==> src/rtl/ysyx_24070014_lsu.sv <==
// ysyx_24070014_lsu: single-outstanding load/store unit between the core and a word-wide memory port.
// Optional feature: define YSYX_24070014_LSU_ALIGN_CHECK_EN to make misaligned half/word accesses fault.
//
// state  | meaning
// IDLE   | ready for a new request (req_ready=1)
// REQ    | presenting the access to memory, waiting for mem_ready
// WAIT   | handshake done, waiting for mem_rvalid
// RESP   | one-cycle response pulse

`ifndef ysyx_24070014_MBASE
`define ysyx_24070014_MBASE 32'h8000_0000
`endif
`ifndef ysyx_24070014_MSIZE
`define ysyx_24070014_MSIZE 32'h0800_0000
`endif

module ysyx_24070014_lsu #(
    parameter int ADDR_WIDTH = 32,
    parameter int WORD_LEN   = 32
) (
    input  logic                  clk,
    input  logic                  reset,
    input  logic                  req_valid,
    output logic                  req_ready,
    input  logic                  req_wen,
    input  logic [ADDR_WIDTH-1:0] req_addr,
    input  logic [WORD_LEN-1:0]   req_wdata,
    input  logic [1:0]            req_size,
    input  logic                  req_unsigned,
    output logic                  resp_valid,
    output logic [WORD_LEN-1:0]   resp_rdata,
    output logic                  resp_err,
    output logic                  mem_valid,
    input  logic                  mem_ready,
    output logic [ADDR_WIDTH-1:0] mem_addr,
    output logic                  mem_wen,
    output logic [3:0]            mem_mask,
    output logic [WORD_LEN-1:0]   mem_wdata,
    input  logic                  mem_rvalid,
    input  logic [WORD_LEN-1:0]   mem_rdata
);

    typedef enum logic [1:0] {
        S_IDLE = 2'd0,
        S_REQ  = 2'd1,
        S_WAIT = 2'd2,
        S_RESP = 2'd3
    } state_t;

    // One extra bit so MBASE+MSIZE cannot wrap.
    localparam logic [ADDR_WIDTH:0] P_LO = (ADDR_WIDTH+1)'(`ysyx_24070014_MBASE);
    localparam logic [ADDR_WIDTH:0] P_HI = P_LO + (ADDR_WIDTH+1)'(`ysyx_24070014_MSIZE);

    state_t                r_state;
    state_t                w_next;
    logic [ADDR_WIDTH-1:0] r_addr;
    logic                  r_wen;
    logic [1:0]            r_size;
    logic                  r_unsigned;
    logic                  r_err;
    logic [3:0]            r_mask;
    logic [WORD_LEN-1:0]   r_wdata;
    logic [WORD_LEN-1:0]   r_rdata;

    logic                  w_accept;
    logic                  w_misal;
    logic                  w_in_range;
    logic                  w_fault;
    logic [ADDR_WIDTH-1:0] w_addr_al;
    logic [3:0]            w_size_mask;
    logic [3:0]            w_mask;
    logic [WORD_LEN-1:0]   w_wdata;
    logic [WORD_LEN-1:0]   w_shift;
    logic [WORD_LEN-1:0]   w_load;

    assign w_accept = req_valid && req_ready;

`ifdef YSYX_24070014_LSU_ALIGN_CHECK_EN
    assign w_misal   = ((req_size == 2'd1) && req_addr[0]) ||
                       ((req_size == 2'd2) && (req_addr[1:0] != 2'b00));
    assign w_addr_al = req_addr;
`else
    assign w_misal = 1'b0;
    // Misaligned accesses silently snap down to natural alignment.
    always_comb begin
        w_addr_al = req_addr;
        if (req_size == 2'd1) w_addr_al[0] = 1'b0;
        if (req_size == 2'd2) w_addr_al[1:0] = 2'b00;
    end
`endif

    assign w_in_range = ({1'b0, req_addr} >= P_LO) && ({1'b0, req_addr} < P_HI);
    assign w_fault    = (req_size == 2'd3) || !w_in_range || w_misal;

    always_comb begin
        case (req_size)
            2'd0:    w_size_mask = 4'b0001;
            2'd1:    w_size_mask = 4'b0011;
            2'd2:    w_size_mask = 4'b1111;
            default: w_size_mask = 4'b0000;
        endcase
        w_mask = w_size_mask << w_addr_al[1:0];
    end

    assign w_wdata = req_wdata << {w_addr_al[1:0], 3'b000};

    always_comb begin
        w_shift = mem_rdata >> {r_addr[1:0], 3'b000};
        w_load  = w_shift;
        case (r_size)
            2'd0: w_load = r_unsigned ? {{(WORD_LEN-8){1'b0}}, w_shift[7:0]}
                                      : {{(WORD_LEN-8){w_shift[7]}}, w_shift[7:0]};
            2'd1: w_load = r_unsigned ? {{(WORD_LEN-16){1'b0}}, w_shift[15:0]}
                                      : {{(WORD_LEN-16){w_shift[15]}}, w_shift[15:0]};
            default: w_load = w_shift;
        endcase
    end

    always_ff @(posedge clk or negedge reset) begin
        if (!reset) r_state <= S_IDLE;
        else        r_state <= w_next;
    end

    always_comb begin
        w_next = r_state;
        case (r_state)
            S_IDLE: if (w_accept) w_next = w_fault ? S_RESP : S_REQ;
            S_REQ:  if (mem_ready) w_next = S_WAIT;
            S_WAIT: if (mem_rvalid) w_next = S_RESP;
            S_RESP: w_next = S_IDLE;
            default: w_next = S_IDLE;
        endcase
    end

    always_ff @(posedge clk or negedge reset) begin
        if (!reset) begin
            r_addr     <= '0;
            r_wen      <= 1'b0;
            r_size     <= 2'd0;
            r_unsigned <= 1'b0;
            r_err      <= 1'b0;
            r_mask     <= 4'b0000;
            r_wdata    <= '0;
            r_rdata    <= '0;
        end else if (r_state == S_IDLE) begin
            if (w_accept) begin
                r_addr     <= w_addr_al;
                r_wen      <= req_wen;
                r_size     <= req_size;
                r_unsigned <= req_unsigned;
                r_err      <= w_fault;
                r_mask     <= w_mask;
                r_wdata    <= w_wdata;
                r_rdata    <= '0;
            end
        end else if ((r_state == S_WAIT) && mem_rvalid && !r_wen) begin
            r_rdata <= w_load;
        end
    end

    assign req_ready  = (r_state == S_IDLE) && reset;
    assign mem_valid  = (r_state == S_REQ);
    assign mem_addr   = {r_addr[ADDR_WIDTH-1:2], 2'b00};
    assign mem_wen    = r_wen;
    assign mem_mask   = r_mask;
    assign mem_wdata  = r_wdata;
    assign resp_valid = (r_state == S_RESP);
    assign resp_err   = (r_state == S_RESP) && r_err;
    assign resp_rdata = (r_state == S_RESP) ? r_rdata : '0;

endmodule

==> config.mk <==
export PLATFORM = sky130hd
export DESIGN_NAME = ysyx_24070014_lsu
export DESIGN_NICKNAME = d
export VERILOG_FILES = /design/src/rtl/ysyx_24070014_lsu.sv
export SDC_FILE = /design/constraint.sdc
export NUM_CORES = 1
export LEC_CHECK = 0
export ABC_AREA = 1
export CORE_MARGIN = 4
export CORE_UTILIZATION = 40
export CTS_CLUSTER_DIAMETER = 100
export DETAILED_ROUTE_END_ITERATION = 10
export PLACE_DENSITY = 0.82
export SLEW_MARGIN = 20
export SYNTH_ARGS = -nofsm -noshare
export SYNTH_HDL_FRONTEND = slang
export SYNTH_SLANG_ARGS = --single-unit
==> constraint.sdc <==
create_clock -name clk -period 3.3 [get_ports clk]
set_input_delay 0.66 -clock clk [delete_from_list [all_inputs] [get_ports clk]]
set_output_delay 0.66 -clock clk [all_outputs]
set_load 0.02 [all_outputs]
After elaboration in Yosys (flattened, before gate mapping)

Cells that the tools add are included.

Register bits after elaboration: 107
Input bits: 105
Output and inout port bits: 105

Order comparisons: 2
Equality and inequality tests: 10
Shift operators: 3
Muxes and demuxes: 15
Reduce and logical (&&, ||, !) cells: 16

Operators with widths:

| kind                                                       | count |
|---|---|
| two-way mux 32 bit                                         | 6 |
| case mux 32 bit (2 select lines)                           | 1 |
| greater-or-equal comparator 32 bit (second input constant) | 1 |
| less-than comparator 32 bit (second input constant)        | 1 |
| left shift 32 x 5 -> 32 bit                                | 1 |
| right shift 32 x 5 -> 32 bit                               | 1 |
| case mux 4 bit (3 select lines)                            | 1 |
| two-way mux 2 bit                                          | 5 |
| == test 2 bit (second input constant)                      | 4 |
| case mux 2 bit (4 select lines)                            | 1 |
| == test 2 x 1 -> 1 bit (second input constant)             | 3 |
| logical AND 1 bit                                          | 6 |
| logical NOT 2 bit                                          | 3 |
| != test 2 bit (second input constant)                      | 2 |
| AND reduction 2 bit                                        | 2 |
| left shift 4 x 2 -> 4 bit                                  | 1 |
| AND reduction 3 bit                                        | 1 |
| logical NOT 1 bit                                          | 2 |
| != test 2 x 1 -> 1 bit (second input constant)             | 1 |
| nonzero test 2 bit                                         | 1 |
| logical OR 1 bit                                           | 1 |
| two-way mux 1 bit                                          | 1 |

Depth between registers and ports, before layout

Depth after elaboration: 7
Depth in mapped cells: 9
Mapped depth without buffers: 9

Least setup slack after synthesis

Ideal clock, no wire load.

Path kind: reg2out
Start: register r_state[0]
End: output port resp_rdata[10]
Data arrival time: 1.355 ns
Path slack: 1.285 ns
Stages on the path, launching flop included: 6
Buffers on the path: 2
Cell sequence: dfrtp_1 > ha_1 > clkbuf_1 > clkbuf_1 > nand2_1 > inv_1

Cells in the longest elaborated chain, start to end: 2

Ends and longest elaborated chain:

| what                   | line | text |
|---|---|---|
| start, declared        | 54   | `state_t r_state;` |
| start signal, assigned | 121  | `else r_state <= w_next;` |
| == test 2 bit          | --   |  |
| net resp_valid         | 30   | `output logic resp_valid,` |
| two-way mux 32 bit     | 169  | `assign resp_rdata = (r_state == S_RESP) ? r_rdata : '0;` |
| end, declared          | 31   | `output logic [WORD_LEN-1:0] resp_rdata,` |

The timed path passes the listed nets, and every way through them passes these cells.

Final worst setup path

Start: register r_state[1]
End: output port resp_rdata[20]

Cells in the longest elaborated chain, start to end: 2

Ends and longest elaborated chain:

| what               | line |
|---|---|
| == test 2 bit      | 169 |
| two-way mux 32 bit | 169 |

No other way between the ends.

==> results.cfg <==
[worst_setup_path]
cp_data_arrival_time_ns = 2.08
rr_startpoint = r_state[1]$_DFFE_PN0P_
crit_path_max_fanout = 32
timing.critical_path.to = resp_rdata[20]
worst_setup_path_startpoint = r_state[1]$_DFFE_PN0P_
worstRegToRegCells = 7
r2r_end = mem_wdata[19]$_DFFE_PN0P_
reg_to_reg_setup_timing_slack_ns = 1.17
startpoint_type = flip-flop
critical_path_required_ns = 2.64
setup.worst_path.class = flip-flop to primary output
critical_path.endpoint_type = primary output

[cts]
hold_buffers = 0
post_cts_buffers = 0
cts_tree = built
ctsResizeCount = 0
h_tree_depth_reported_by_cts = 3
ctsLongestPathBuffers = 2
cts.reportedPaths.clkPinSlew_ns = 0.07
clockRootBuffer = clkbuf_16
clock_sink_count = 107
cts-buffers-inserted = 9
clock_latency_ns = 0.36

[floorplan]
rows = 44
ioPinCount = 210
initial_core_util_pct = 41.2
die_span_in_y_um = 131
area_of_the_placeable_core_um2 = 14600
dieArea_um2 = 17100
fp.dieW_um = 131

[cells_and_area]
multi_input_comb_area_um2 = 2560
post-route-cell-area_um2 = 8200
num-nets-final = 1089
layout.core_utilization_pct = 56.0
fill_cells = 1346
layout_area_overhead_pct = 36.0
drive_above_1_share_pct = 4.38
seqCellArea_um2 = 2680
num_antenna_cells = 0

[placed_design]
routability_congestion_estimate = 0.907
dpl_cell_area_um2 = 7930
port_buffers = 207
dp.final_hpwl_um = 13200

[yosys]
synth_most_common_cell = nand2_1
synth_cell_types = 28
postSynthAreaPerCell_um2 = 7.31
ys_top_cells_by_count = nand2_1, dfrtp_1, nand3_1
yosysTopAreaCellShare_pct = 44.4
synthArstFlopShare_pct = 100
postSynthCellCount = 825
synthesis.area_um2 = 6030
synth-warning-count = 0
synth-main-ff-cell = dfrtp_1
number_of_enable_flip_flop_cells_after_synthesis = 0
yosys-top-cells-area = dfrtp_1, nand2_1, nand3_1, inv_1, buf_4
register_area_share_after_synthesis_pct = 44.4
synth_seq_cells = 107
yosys.area.top_type = dfrtp_1

[global_routing]
grt_use_total_pct = 20.9
global_route.overflow_total = 0
grt_max_degree = 55
grt_first_pass_wirelength_um = 28200
antenna_violations_before_repair = 0
first_global_vias = 5579

[routing]
avgViaCountPerCell = 4.96
detail_route.wirelength_um = 17800
drt_drc_violations_left = 0
num_vias = 5778
wl_per_cell_um = 15.3
drt_first_pass_iters = 6
antenna_violating_nets_post_route = 0
detail_route.iter0.violations = 497

[sta]
unrepaired_setup_endpoints_after_global_routing = no
fin_worst_skew_ns = 0.00727
fin_tns_setup_ns = 0
timing_hold_violations_final = 0
period_minus_slack_ns = 2.74
layout_worst_path_cycle_share_pct = 83.1
slew_headroom_pct = 52.2
whs_ns = 0.219
setup_viol_count_final = 0
worst_pin_slew_ns = 0.717
maximum_clock_frequency_mhz = 365
slew_viol_final = 0

[min_path]
holdCritPathClass = input pin to asynchronous set/reset pin

[run]
timing.max_cap.violations = 0

[power_and_ir_drop]
vdd.ir_drop.worst_v = 0.000513
p_per_area_nw_per_um2 = 811
total_power_mw = 6.65
total_leakage_power_nw = 4.25

[run_status]
status = complete, no violations
[placed cells by master, fill, tap and decap left out, types with 10 or more instances in the layout]
cell | synthesis | routed
o21ai_1 | 12 | 12
buf_4 | 34 | 12
a21oi_1 | 17 | 17
inv_1 | 76 | 76
nor2_1 | 10 | 10
o211ai_1 | 26 | 26
clkdlybuf4s50_1 | 0 | 206
o21ai_0 | 36 | 36
nand2_1 | 352 | 352
dfrtp_1 | 107 | 107
nand3_1 | 80 | 79
[critical path, cell delays in order, from the launching register on]
cell and delay [ns]:
dfrtp_1 0.42, ha_1 0.21, buf_4 0.31, nand2_1 0.09
inv_1 0.08, clkdlybuf4s50_1 0.61
[per-stage QoR]
stage          std cells  setup WS (ns)
2_1_floorplan        826           1.28
3_3_place_gp        1149          0.656
3_5_place_dp        1149          0.587
4_1_cts             1165          0.533
5_1_grt             1165          0.403
6_report            1165          0.557
[sequential cells by signal, indices dropped and copies added, names as in the netlist]
| name | cells |
|---|---|
| mem_mask | 4 |
| mem_wdata | 32 |
| mem_wen | 1 |
| r_addr | 32 |
| r_err | 1 |
| r_rdata | 32 |
| r_size | 2 |
| r_state | 2 |
| r_unsigned | 1 |
[cell families after synthesis]
family                     after synthesis  synth area share [%]
and+or+nand+nor                        453                  31.5
buffers and inverters                  162                  13.4
DFF                                    107                  44.4
AOI/OAI and AO/OA                       94                  9.05
adders and majority gates                8                  1.66
other                                    1                0.0622
[layout make-up]
cell class              instances  area share, %
well taps                     184           2.81
flip-flops and latches        107           32.6
clock buffers                  10           2.79
inverters                      83           3.86
repair buffers                218           26.2
multi-input cells             557           31.2
clock inverters                 6          0.488
[per-layer routing]
metal | wire (um) | up-vias | share of wire (%) | global-route usage, %
li1 | - | 2853 | - | -
met1 | 7450 | 2650 | 42 | 27.0
met2 | 8550 | 254 | 48 | 34.6
met3 | 1580 | 21 | 8.8 | 5.45
met4 | 243 | 0 | 1.4 | 6.65
met5 | 0 | - | 0 | 0
[power breakdown]
group          switching [mW]  internal, mW  leakage, nW
registers               0.400          1.85         1.37
clock network           0.511         0.513        0.133
logic                    1.94          1.44         2.75
total                    2.85          3.80         4.25
[worst min path at each step]
stage / from / cells past startpoint / to / slack [ns]
6_report: reset / 1 / r_rdata[30]$_DFFE_PN0P_ / 0.22
5_1_grt: reset / 1 / r_rdata[30]$_DFFE_PN0P_ / 0.24
4_1_cts: reset / 1 / r_rdata[30]$_DFFE_PN0P_ / 0.22
3_5_place_dp: r_addr[16]$_DFFE_PN0P_ / 2 / r_addr[16]$_DFFE_PN0P_ / 0.46
3_3_place_gp: r_addr[27]$_DFFE_PN0P_ / 2 / r_addr[27]$_DFFE_PN0P_ / 0.46
2_1_floorplan: reset / 0 / mem_mask[0]$_DFFE_PN0P_ / 0.36
Note: power is estimated with default switching activity, not from simulation.
